==> src/rtl/riscv_pkg.sv <==
// riscv_pkg: shared core widths and register-file constants
package riscv_pkg;
   localparam int XLEN = 32;
   localparam int NREGS = 32;
   localparam int REG_ADDR_W = 5;
   localparam logic [REG_ADDR_W-1:0] ZERO_REG = 5'd0;
endpackage

==> src/rtl/wb_mux.sv <==
// wb_mux: selects the writeback value from load data or ALU result
module wb_mux #(
   parameter int XLEN = 32
) (
   input  logic [XLEN-1:0] read_data42,
   input  logic [XLEN-1:0] alu_out42,
   input  logic            memtoreg42,
   output logic [XLEN-1:0] wb_data
);
   // pure select; also feeds forwarding and the write-through path
   always_comb wb_data = memtoreg42 ? read_data42 : alu_out42;
endmodule

==> src/rtl/regfile_wb.sv <==
// regfile_wb: writeback stage, 31-entry register file (x0 hardwired), commit counter; REGFILE_BYPASS_EN enables write-through reads
module regfile_wb #(
   parameter int XLEN = 32,
   parameter int NREGS = 32
) (
   input  logic            clk,
   input  logic            rst,
   input  logic [XLEN-1:0] read_data42,
   input  logic [XLEN-1:0] alu_out42,
   input  logic            memtoreg42,
   input  logic            wr_en42,
   input  logic [4:0]      write_reg42,
   input  logic [4:0]      rs1_addr,
   input  logic [4:0]      rs2_addr,
   output logic [XLEN-1:0] rs1_data,
   output logic [XLEN-1:0] rs2_data,
   output logic [XLEN-1:0] wb_data,
   output logic [31:0]     wb_count
);
   import riscv_pkg::*;
   logic [XLEN-1:0] regs_q [1:NREGS-1];
   logic [XLEN-1:0] regs_d [1:NREGS-1];
   logic [31:0]     wb_count_q, wb_count_d;
   logic            wr_hit;
   logic            commit;
   wb_mux #(.XLEN(XLEN)) u_wb_mux (
      .read_data42 (read_data42),
      .alu_out42   (alu_out42),
      .memtoreg42  (memtoreg42),
      .wb_data     (wb_data)
   );
   // a write targeting x0 is dropped; reset overrides any commit
   always_comb begin
      wr_hit = wr_en42 && (write_reg42 != ZERO_REG);
      commit = wr_hit && !rst;
      regs_d = regs_q;
      wb_count_d = wb_count_q;
      if (commit) begin
         regs_d[write_reg42] = wb_data;
         wb_count_d = wb_count_q + 32'd1;
      end
   end
   // register array and commit counter state
   always_ff @(posedge clk) begin
      if (rst) begin
         regs_q <= '{default: '0};
         wb_count_q <= '0;
      end else begin
         regs_q <= regs_d;
         wb_count_q <= wb_count_d;
      end
   end
   // asynchronous read ports; x0 always reads zero
   always_comb begin
`ifdef REGFILE_BYPASS_EN
      rs1_data = (rs1_addr == ZERO_REG) ? '0 : (wr_hit && rs1_addr == write_reg42) ? wb_data : regs_q[rs1_addr];
      rs2_data = (rs2_addr == ZERO_REG) ? '0 : (wr_hit && rs2_addr == write_reg42) ? wb_data : regs_q[rs2_addr];
`else
      rs1_data = (rs1_addr == ZERO_REG) ? '0 : regs_q[rs1_addr];
      rs2_data = (rs2_addr == ZERO_REG) ? '0 : regs_q[rs2_addr];
`endif
   end
   assign wb_count = wb_count_q;
endmodule

==> config.mk <==
export PLATFORM = sky130hd
export DESIGN_NAME = regfile_wb
export DESIGN_NICKNAME = d
export VERILOG_FILES = /design/src/rtl/riscv_pkg.sv /design/src/rtl/wb_mux.sv /design/src/rtl/regfile_wb.sv
export SDC_FILE = /design/constraint.sdc
export NUM_CORES = 2
export LEC_CHECK = 0
export CAP_MARGIN = 15
export CELL_PAD_IN_SITES_DETAIL_PLACEMENT = 0
export CELL_PAD_IN_SITES_GLOBAL_PLACEMENT = 1
export CORE_MARGIN = 4
export CORE_UTILIZATION = 44
export CTS_CLUSTER_SIZE = 25
export DETAILED_ROUTE_END_ITERATION = 10
export GPL_TIMING_DRIVEN = 0
export PLACE_DENSITY = 0.78
export SETUP_SLACK_MARGIN = 0.02
export SLEW_MARGIN = 20
export SYNTH_ARGS = -nofsm -noshare
export SYNTH_HDL_FRONTEND = slang
export SYNTH_SLANG_ARGS = --single-unit
export TNS_END_PERCENT = 20
==> constraint.sdc <==
create_clock -name clk -period 3 [get_ports clk]
set_clock_uncertainty 0.1 [all_clocks]
set_input_delay 0.6 -clock clk [delete_from_list [all_inputs] [get_ports clk]]
set_output_delay 0.6 -clock clk [all_outputs]
set_load 0.1 [all_outputs]
==> impl_metrics.tcl <==
set metrics [dict create \
    status "complete, but fails checks" \
    final_cell_mix "nor2_1, dfxtp_1, a211oi_1" \
    overflow 0 \
    rsz0062_at_grt "true" \
    slowest_stage "nand4_1" \
    fp.dieArea_mm2 0.123 \
    io_buffers 201 \
    ys_seq_elements 1024 \
    cp.arrival_ps 3060 \
    fin_worst_hold_slack_ps 272 \
    layout_commonest_cell "nor2_1" \
    drtAntennaViolNets 0 \
    first_global_vias 47700 \
    grt_usage 0.447 \
    netSwitchingPower_mw 10.5 \
    wl_per_cell_um 38.9 \
    setup_viol 177 \
    hpwl_mm 201 \
    start_kind "input pin" \
    ctsHoldBuffers 0 \
    fin_nets 5723 \
    synthesis.instances 5085 \
    cp-end-kind "primary output" \
    critPathRequiredTime_ps 2300 \
    p_int_mw 24.2 \
    synth_edf_count 0 \
    p_comb_frac 0.183 \
    syn_avg_cell_area_um2 10.1 \
    first_pass_iters 6 \
    p_clk_frac 0.420 \
    violations "negative setup slack" \
    leakage_nw 23.0 \
    peakVddDrop_uv 472 \
    cts_root_buf "clkbuf_16" \
    fin_ws_ps -759 \
    syn_area_mm2 0.0516 \
    die_w_um 350 \
    synth_nets 5169 \
    cp_max_fo 8 \
    path_class "input pin to primary output" \
    ys_types 59 \
    cts_max_level 3 \
    initial_utilization 0.443 \
    ys.flop_type "dfxtp_1" \
    hold_viol_final 0 \
    multi_input_area_mm2 0.0317 \
    period_share 1.25 \
    rows 125 \
    area_growth_pct 33.2 \
    max_freq_mhz 266 \
    io_pins 211 \
    drt-met1-wl_mm 100 \
    cts.sinks 1024 \
    grt_pass1_wl_mm 384 \
    yosysSeqAreaShare 0.397 \
    cts_buffers 112 \
    worstHoldPathType "input pin to flip-flop" \
    maxCapViolCount 0 \
    slowest_delay_ps 510 \
    drc_errors 0 \
    crit_chain "clkbuf_16, buf_12, buf_16, buf_16, clkbuf_16, mux4_2, o21ai_4, nand4_1, buf_8" \
    powerDensity_mw_per_mm2 504 \
    finalPower_mw 34.7 \
    coreArea_mm2 0.116 \
    die_h_um 350 \
    drt_iter0_drc 7698 \
    antenna_found_initial 15 \
    post-route-util 0.590 \
    top_layer "met5" \
    slew_headroom 0.162 \
    drt_wl_total_mm 283 \
    finalWeightedCongestion 1.07 \
    clk_path_buf_depth 3 \
    min_period_ps 3760 \
    slew_violations 0 \
    async_flop_share 0 \
    seqPwrFrac 0.398 \
    wl_met3_mm 40.7 \
    clock_latency_ps 740 \
    switching_share 0.303 \
    avgViaCountPerCell 7.00 \
    tightest_slew_ps 1260 \
    synth_warnings 0 \
    route.met2.wl_mm 112 \
    grt_max_degree 15 \
    cts_tree "built" \
    n_fill_cell 9783 \
    clk_transition_reported_paths_ps 60 \
    drive_above_1_share 0.309 \
    seqCellArea_mm2 0.0205 \
    vias 50900 \
]
sequential cells by signal, summed over array words and instances (netlist names):
| register | count |
|---|---|
| regs_q | 992 |
| wb_count | 32 |
synth_stat cells, drive strengths merged (52+ instances only):
cell type,n,area (um^2)
a211oi,995,7890
a221oi,80,701
buf,127,688
clkbuf,493,1850
dfxtp,1024,20500
mux2,92,1040
mux2i,289,2890
mux4,381,8580
nand2,90,338
nor2,1036,3890
nor2b,52,325
o21ai,71,355
metrics by stage:
step | instances | setup slack (ps) | area [um^2] | TNS, ps
6_report | 7267 | -759 | 68700 | -37530
5_1_grt | 7252 | -567 | 68700 | -32930
4_1_cts | 7181 | -476 | 67100 | -67250
3_5_place_dp | 6833 | -3610 | 56800 | -1201090
3_3_place_gp | 6810 | -4370 | 56200 | -1491650
2_1_floorplan | 5085 | -417 | 52300 | -21470
worst max-delay path: cells and delay by family:
kind / cells / cell delay [ps]
buf+inv: 6 / 1210
simple gates: 1 / 510
mux: 1 / 320
compound gates: 1 / 350
area by class of cell:
| cell class | instances | area share |
|---|---|---|
| multi-input combinational | 3404 | 0.461 |
| timing repair buffer | 451 | 0.0838 |
| tap | 1524 | 0.0278 |
| sequential | 1024 | 0.299 |
| clock buffer | 174 | 0.0498 |
| clock inverter | 28 | 0.00484 |
| inverter | 39 | 0.00237 |
| buffer | 607 | 0.0707 |
| antenna | 16 | 0.000583 |
power groups by stage:
stage | Sequential, mW | Combinational (mW) | Clock (mW)
after floorplan | 14.1 | 2.65 | 0
after global placement | 14.1 | 4.61 | 0
after detailed placement | 14.1 | 4.74 | 0
after CTS | 13.8 | 5.83 | 14.4
after global routing | 13.8 | 6.27 | 14.9
final | 13.8 | 6.33 | 14.5
cells by family after synthesis:
| group | count (synthesis) | share of synthesized area |
|---|---|---|
| fa+ha+maj | 1 | 0.000243 |
| buf+inv | 659 | 0.0521 |
| xor+xnor | 6 | 0.00102 |
| compound gates | 1300 | 0.198 |
| simple gates | 1333 | 0.109 |
| mux | 762 | 0.243 |
| flops | 1024 | 0.397 |
per-layer routing:
metal,vias to the layer above,global-route usage
met3,1047,0.184
met1,25300,0.546
met2,4117,0.611
met4,6,0.376
met5,-,0
li1,20400,-
final timing paths:
path	start	endpoint	slack, ps	cells past startpoint
worst max-delay path	rs1_addr[1]	rs1_data[20]	-760	9
worst min-delay path	wr_en42	wb_count[2]	270	4
worst max register to register	wb_count[12]	wb_count[29]	570	6
worst min register to register	wb_count[11]	wb_count[11]	410	2
repair_timing:
action | CTS | global route
pin swaps | 107 | 69
gates cloned | 20 | 4
setup endpoints to repair | 892 | 1005
buffers inserted | 137 | 76
resized for setup | 1761 | 260
Note: power is estimated with default switching activity, not from simulation.
